===== config.mk =====
export PLATFORM = sky130hd
export DESIGN_NAME = alu_share_arb
export DESIGN_NICKNAME = d
export VERILOG_FILES = /design/src/rtl/alu_share_arb.sv
export SDC_FILE = /design/constraint.sdc
export NUM_CORES = 1
export LEC_CHECK = 0
export CAP_MARGIN = 15
export CORE_MARGIN = 1.5
export CORE_UTILIZATION = 44
export DETAILED_ROUTE_END_ITERATION = 10
export PLACE_DENSITY = 0.86
export SLEW_MARGIN = 5
export SYNTH_ARGS = -nofsm -noshare
export SYNTH_HDL_FRONTEND = slang
export SYNTH_SLANG_ARGS = --single-unit
export TNS_END_PERCENT = 50

===== constraint.sdc =====
create_clock -name clk -period 3.4 [get_ports clk]
set_input_delay 0.68 -clock clk [delete_from_list [all_inputs] [get_ports clk]]
set_output_delay 0.68 -clock clk [all_outputs]
set_load 0.1 [all_outputs]

===== src/rtl/alu_share_arb.sv =====
// Two-port arbiter sharing one combinational ALU: registers the operands of the
// granted request, captures Result/Zero one cycle later and returns them on that port.
module alu_share_arb #(
  parameter int DATA_W     = 32,
  parameter int FIXED_PRIO = 0
) (
  input  logic              clk,
  input  logic              rst,
  input  logic              req0_valid,
  output logic              req0_ready,
  input  logic [DATA_W-1:0] req0_a,
  input  logic [DATA_W-1:0] req0_b,
  input  logic [2:0]        req0_op,
  input  logic              req1_valid,
  output logic              req1_ready,
  input  logic [DATA_W-1:0] req1_a,
  input  logic [DATA_W-1:0] req1_b,
  input  logic [2:0]        req1_op,
  output logic              resp0_valid,
  input  logic              resp0_ready,
  output logic [DATA_W-1:0] resp0_result,
  output logic              resp0_zero,
  output logic              resp0_err,
  output logic              resp1_valid,
  input  logic              resp1_ready,
  output logic [DATA_W-1:0] resp1_result,
  output logic              resp1_zero,
  output logic              resp1_err,
  output logic [DATA_W-1:0] alu_a,
  output logic [DATA_W-1:0] alu_b,
  output logic [2:0]        alu_ctrl,
  input  logic [DATA_W-1:0] alu_result,
  input  logic              alu_zero
);

  typedef enum logic [1:0] {IDLE, EXEC, RESP} state_t;

  state_t            state, state_next;
  logic              last_grant, gnt, err_pending;
  logic              sel, hs, resp_hs, op_legal;
  logic [DATA_W-1:0] sel_a, sel_b;
  logic [2:0]        sel_op;

  // Both valid: fixed priority favours port 0, round-robin favours the port not served last.
  always_comb begin
    sel        = 1'b0;
    req0_ready = 1'b0;
    req1_ready = 1'b0;
    state_next = state;
    if (req0_valid && req1_valid) begin
      sel = (FIXED_PRIO != 0) ? 1'b0 : ~last_grant;
    end else begin
      sel = req1_valid;
    end
    if (state == IDLE && !rst) begin
      req0_ready = req0_valid && !sel;
      req1_ready = req1_valid && sel;
    end
    hs      = req0_ready || req1_ready;
    resp_hs = (state == RESP) && (gnt ? resp1_ready : resp0_ready);
    sel_a   = sel ? req1_a  : req0_a;
    sel_b   = sel ? req1_b  : req0_b;
    sel_op  = sel ? req1_op : req0_op;
    op_legal = (sel_op == 3'b000) || (sel_op == 3'b001) || (sel_op == 3'b010) ||
               (sel_op == 3'b011) || (sel_op == 3'b101);
    case (state)
      IDLE:    if (hs) state_next = EXEC;
      EXEC:    state_next = RESP;
      RESP:    if (resp_hs) state_next = IDLE;
      default: state_next = IDLE;
    endcase
  end

  always_ff @(posedge clk) begin
    if (rst) state <= IDLE;
    else     state <= state_next;
  end

  always_ff @(posedge clk) begin
    if (rst) begin
      last_grant   <= 1'b1;
      gnt          <= 1'b0;
      err_pending  <= 1'b0;
      alu_a        <= '0;
      alu_b        <= '0;
      alu_ctrl     <= 3'b000;
      resp0_valid  <= 1'b0;
      resp0_result <= '0;
      resp0_zero   <= 1'b0;
      resp0_err    <= 1'b0;
      resp1_valid  <= 1'b0;
      resp1_result <= '0;
      resp1_zero   <= 1'b0;
      resp1_err    <= 1'b0;
    end else begin
      case (state)
        IDLE: begin
          if (hs) begin
            // Illegal opcodes still occupy the ALU slot, but with a harmless add.
            alu_a       <= sel_a;
            alu_b       <= sel_b;
            alu_ctrl    <= op_legal ? sel_op : 3'b000;
            err_pending <= !op_legal;
            gnt         <= sel;
          end
        end
        EXEC: begin
          if (!gnt) begin
            resp0_valid  <= 1'b1;
            resp0_result <= err_pending ? '0 : alu_result;
            resp0_zero   <= err_pending ? 1'b0 : alu_zero;
            resp0_err    <= err_pending;
          end else begin
            resp1_valid  <= 1'b1;
            resp1_result <= err_pending ? '0 : alu_result;
            resp1_zero   <= err_pending ? 1'b0 : alu_zero;
            resp1_err    <= err_pending;
          end
          err_pending <= 1'b0;
        end
        RESP: begin
          if (resp_hs) begin
            resp0_valid <= 1'b0;
            resp0_err   <= 1'b0;
            resp1_valid <= 1'b0;
            resp1_err   <= 1'b0;
            last_grant  <= gnt;
          end
        end
        default: ;
      endcase
    end
  end

endmodule


==> impl_metrics.ini, run 1 <==
[clock_network]
cts_root_buf = clkbuf_16
cts.htree.levels = 4
numClockSinks = 142
hold_buffers = 0
clockBufferDepth = 2
cts_tree = built
clk_pin_slew_worst_paths_ns = 0.06
cts_setup_buffers = 0
cts_buffers = 17
clock_latency_ns = 0.40
post_cts_resized = 0

[timing]
slew_viol_final = 0
hold_violations = 0
tns_ns = 0
worst_pin_slew_ns = 1.04
fin_crit_ns = 2.59
maxSlewHeadroom_pct = 30.5
grt_setup_unrepaired = false
clock_skew_ns = 0.00784
period_share_pct = 76.2
fmax_ghz = 0.386
setup_viol = 0

[die]
rows = 43
die_h_um = 122
dieArea_mm2 = 0.0148
num_io_pins = 312
core_mm2 = 0.0138
start_util_pct = 44.9
fp.dieW_um = 122

[global_routing]
grt_pass1_wl_um = 30600
grt_antenna_before_repair = 0
grt_usage_pct = 26.2
grt_start_max_net_pins = 92
grt_pass1_vias = 6065
overflow = 0

[synthesis]
yosys_warnings = 0
ys_types = 30
synth_fp_nets = 926
synth_area_per_cell_um2 = 8.24
syn_area_mm2 = 0.00621
ys_ff_latch = 142
ys_seq_area_share_pct = 45.8
synthCells = 753

[setup_path]
path_delay_family = buffers and inverters
cp.required_ns = 2.72
slowest_delay_ns = 1.15
crit_buf_inv = 1
worstSetupPathType = flip-flop to output pin
cp_max_fo = 2
timing.critical_path.cells = clkdlybuf4s50_1
start_kind = flip-flop
crit_cells = 1
end_kind = output pin
critPathSlowestCell = clkdlybuf4s50_1
reg2reg_depth = 5
crit_arrival_ns = 1.91

[drt]
vias_per_cell = 5.09
firstDrtPassIters = 4
drc_errors = 0
totalWireLength_um = 19500
ant_nets = 0
vias = 6227
drt_iter0_drc = 379
wl_per_cell_um = 16.0

[placement]
hpwl_um = 13600
gp_congestion = 0.796
placed_area_mm2 = 0.00920
numPortBuffers = 311

[power]
p_leak_nw = 3.68
p_per_area_mw_per_mm2 = 578
ir_worst_vdd_v = 0.000319
total_power_w = 0.00569

[layout]
syn_to_final_growth_pct = 58.8
stdcell_area_mm2 = 0.00986
drive_gt1_share_pct = 15.8
final_core_util_pct = 71.3
layout.nets = 1203

[status]
outcome = complete, no violations

[worst_hold_path]
hold_depth = 2
hold_path_class = flip-flop to flip-flop

[flow_run]
maxCapViolCount = 0
==> cell type report <==
| class | instances | area, um^2 |
|---|---|---|
| Multi-Input combinational cell | 544 | 3020 |
| Antenna cell | 1 | 2.50 |
| Clock buffer | 20 | 447 |
| Timing Repair Buffer | 323 | 3110 |
| Fill cell | 1075 | 3970 |
| Tap cell | 180 | 225 |
| Inverter | 2 | 7.51 |
| Sequential cell | 142 | 2840 |
| Clock inverter | 12 | 205 |
==> sequential cells by signal (all words and copies together) (netlist names), 2 cells and up <==
register	cells
alu_a	32
alu_b	32
alu_ctrl	3
resp0_result	32
resp1_result	32
state	2
==> tightest hold or removal path, delay by kind of cell (launching register included) <==
kind | cells | cell delay [ns]
flops | 1 | 0.31
compound gates | 1 | 0.05
simple gates | 1 | 0.05
==> cells in the mapped netlist <==
| cell | n | area share, % |
|---|---|---|
| nand4b_1 | 1 | 0.14 |
| buf_4 | 7 | 0.85 |
| o31ai_1 | 1 | 0.12 |
| nor2b_1 | 36 | 3.6 |
| or2_1 | 1 | 0.10 |
| clkbuf_1 | 33 | 2.0 |
| and2_1 | 3 | 0.30 |
| a22oi_1 | 1 | 0.12 |
| mux2i_1 | 1 | 0.16 |
| o21bai_1 | 1 | 0.12 |
| nand2_1 | 268 | 16 |
| buf_6 | 8 | 1.5 |
| a21boi_2 | 1 | 0.18 |
| nor3_2 | 1 | 0.16 |
| nor2_1 | 72 | 4.4 |
| o2bb2ai_1 | 1 | 0.14 |
| and3_1 | 1 | 0.10 |
| buf_1 | 2 | 0.12 |
| inv_1 | 2 | 0.12 |
| nand3_1 | 6 | 0.48 |
| a22o_1 | 2 | 0.28 |
| o21ai_0 | 2 | 0.16 |
| a21bo_1 | 1 | 0.16 |
| a21oi_1 | 74 | 6.0 |
| dfxtp_1 | 142 | 46 |
| a311oi_2 | 58 | 14 |
| a311oi_1 | 7 | 0.99 |
| nand3b_1 | 1 | 0.12 |
| nand2b_1 | 4 | 0.40 |
| buf_2 | 15 | 1.2 |
==> logic make-up after synthesis <==
logic type | synth area share, %
AND/OR/NAND/NOR | 26.0
buffers and inverters | 5.75
AO/OA/AOI/OAI | 22.3
multiplexers | 0.161
flip-flops | 45.8
==> where the power goes <==
| part | switching, W | leakage (nW) | internal, W |
|---|---|---|---|
| clock | 0.000728 | 0.312 | 0.00133 |
| sequential | 0.0000715 | 1.16 | 0.00179 |
| combinational | 0.00126 | 2.21 | 0.000520 |
==> worst paths after layout <==
check	startpoint	to	slack, ns
setup / recovery	alu_a[8]	alu_a[8]	0.81
hold / removal	resp0_result[27]	resp0_result[27]	0.45
setup reg to reg	state[0]	resp0_result[22]	1.47
hold reg to reg	resp0_result[27]	resp0_result[27]	0.45
==> cells in the final DEF, fill, tap and decap left out, types with 2 or more instances in the layout <==
cell type and n:
a311oi_2 58, clkbuf_1 2, buf_12 4, clkinvlp_4 2, a21oi_1 74, a311oi_1 7
o21ai_0 2, nand2_1 268, inv_6 4, nor2b_1 35, bufinv_16 5, and2_1 2
nand3_1 6, clkbuf_16 17, inv_1 2, clkdlybuf4s50_1 251, nor2_1 72, dfxtp_1 142
a22o_1 2, nand2b_1 4, buf_4 67
==> routing by layer <==
| metal | vias to the layer above | share of wire, % | global-route usage, % |
|---|---|---|---|
| met5 | - | 0 | 0 |
| met4 | 0 | 1.9 | 8.82 |
| met3 | 25 | 9.0 | 9.69 |
| met2 | 216 | 50 | 45.4 |
| met1 | 2910 | 39 | 29.7 |
| li1 | 3076 | - | - |
==> metrics by stage <==
stage               setup slack [ns]  std cells  hold WS [ns]
floorplan                      0.641        753         0.523
finish                         0.808       1224         0.453
CTS                            0.796       1223         0.455
global route                   0.750       1223         0.473
global placement               0.765       1191         0.441
detailed placement             0.673       1191         0.447
(Power assumes the default switching activity.)
==> run 2, diff against run 1 <==
--- a/config.mk
+++ b/config.mk
@@ -7,9 +7,9 @@
 export LEC_CHECK = 0
 export CAP_MARGIN = 15
 export CORE_MARGIN = 1.5
-export CORE_UTILIZATION = 44
+export CORE_UTILIZATION = 40
 export DETAILED_ROUTE_END_ITERATION = 10
-export PLACE_DENSITY = 0.86
+export PLACE_DENSITY = 0.79
 export SLEW_MARGIN = 5
 export SYNTH_ARGS = -nofsm -noshare
 export SYNTH_HDL_FRONTEND = slang
==> constraint.sdc (replaced) <==
create_clock -name clk -period 2.64 [get_ports clk]
set_input_delay 0.528 -clock clk [delete_from_list [all_inputs] [get_ports clk]]
set_output_delay 0.528 -clock clk [all_outputs]
set_load 0.1 [all_outputs]
==> run 2 against run 1 <==
Die area increased by 9.8%. Global-route usage decreased by 2.3 points. Final cell count increased by 0.49%. Highest routed layer unchanged. Cell area decreased by 2.6%. Clock-buffer cell count increased by 3.
==> impl_metrics.ini, run 2 (synthesis results as in run 1) <==
[setup_path]
crit_arrival_ns = 1.72
r2r-end = resp1_result[30]
slowest_delay_ns = 0.60
end_kind = output pin
timing.critical_path.cells = clkdlybuf4s50_1, a21bo_2, and3_1, buf_12
critPathSlowestCell = clkdlybuf4s50_1
path_delay_family = buffers and inverters
start_kind = primary input
worstSetupPathType = primary input to output pin
cp.required_ns = 2.11
crit_cells = 4
regToRegSetupSlack_ns = 0.99
reg2reg_depth = 5
r2r_start = state[0]
cp_max_fo = 5
crit_buf_inv = 2

[clock_network]
cts_setup_buffers = 0
clockBufferDepth = 2
cts_buffers = 17
cts_root_buf = clkbuf_16
cts_tree = built
clock_latency_ns = 0.41
hold_buffers = 0
cts.htree.levels = 4
clk_pin_slew_worst_paths_ns = 0.05
numClockSinks = 142
post_cts_resized = 0

[timing]
clock_skew_ns = 0.00540
period_share_pct = 85.1
worst_pin_slew_ns = 0.931
grt_setup_unrepaired = false
maxSlewHeadroom_pct = 37.9
fin_crit_ns = 2.25
setup_viol = 0
fmax_ghz = 0.445
hold_violations = 0
tns_ns = 0
slew_viol_final = 0
fin_ws_ns = 0.393

[global_routing]
grt_antenna_before_repair = 1
grt_pass1_wl_um = 30200
overflow = 0
grt_use_met2_pct = 40.9
grt_start_max_net_pins = 141
grt_usage_pct = 23.9
met1_usage_pct = 26.7
grt_pass1_vias = 5791
met3_usage_pct = 9.25
grt.busiest_layer = met2

[worst_hold_path]
min_from = resp1_result[29]
min_to = resp1_result[29]
hold_depth = 2
hold_path_class = flip-flop to flip-flop

[layout]
final_common_cell = nand2_1
final_core_util_pct = 63.2
layout.nets = 1203
layout_common_cells = nand2_1, clkdlybuf4s50_1, buf_4, dfxtp_1, a21oi_1
drive_gt1_share_pct = 23.3
fillerInstances = 1351
syn_to_final_growth_pct = 54.7

[drt]
wl_per_cell_um = 16.0
ant_nets = 0
drc_errors = 0
totalWireLength_um = 19700
firstDrtPassIters = 5
vias_per_cell = 5.00
drt_iter0_drc = 365
vias = 6154

[placement]
numPortBuffers = 311
pre_cts_ws_ns = 0.372
gp_congestion = 0.775
hpwl_um = 13600

[die]
rows = 45
start_util_pct = 40.8
core_mm2 = 0.0152
num_io_pins = 312
dieArea_mm2 = 0.0163
die_h_um = 128
fp.dieW_um = 128

[power]
ir_worst_vdd_v = 0.000484
p_leak_nw = 3.80
p_per_area_mw_per_mm2 = 719

[status]
outcome = complete, no violations

[flow_run]
maxCapViolCount = 0
run 2: cell count changes in the layout (fill, tap and decap cells not counted), sizes merged:
cell / before / now
buf: 72 / 152
clkdlybuf4s50: 251 / 171
bufinv: 5 / 1
clkinv: 1 / 5
inv: 6 / 2
clkbuf: 20 / 23
clkinvlp: 2 / 1
run 2: per-stage QoR:
stage / std cells / power, W / hold WS [ns] / area [um^2]
after global routing: 1230 / 0.00719 / 0.471 / 9600
final: 1230 / 0.00691 / 0.453 / 9600
after CTS: 1229 / 0.00696 / 0.455 / 9600
after detailed placement: 1199 / 0.00471 / 0.447 / 9050
after floorplan: 753 / 0.00408 / 0.523 / 6210
after global placement: 1199 / 0.00469 / 0.442 / 9050
run 2: per-layer routing:
layer / share of wire, % / up-vias
met1: 39 / 2827
met3: 9.1 / 25
li1: - / 3072
met2: 49 / 230
met5: 0 / -
met4: 2.5 / 0
run 2: how the worst max path moves through the flow:
stage / from / endpoint / slack, ns
CTS: req0_valid / req0_ready / 0.39
floorplan: req1_valid / req0_ready / 0.19
global route: req0_valid / req0_ready / 0.34
global placement: req0_valid / req0_ready / 0.44
finish: req0_valid / req0_ready / 0.39
detailed placement: req0_valid / alu_a[18] / 0.37
run 2: cell type report:
cell class	count	area, um^2	share of cell area [%]
tap	188	235	2.45
timing repair buffer	323	2940	30.7
inverter	2	7.51	0.0782
sequential	142	2840	29.6
clock buffer	23	488	5.08
antenna	1	2.50	0.0261
clock inverter	7	62.6	0.652
multi-input combinational	544	3020	31.4
run 2: power by group:
group | switching [W] | internal (W)
logic | 0.00162 | 0.000651
registers | 0.0000902 | 0.00230
clock network | 0.000869 | 0.00138
total | 0.00258 | 0.00433
run 2: worst register-to-register path, cell delays in order, from the launching register on:
cell     delay, ns
dfxtp_1       0.40
nor2b_1       0.29
and2_1        0.39
buf_12        0.24
nand2_1       0.13
a21oi_1       0.13
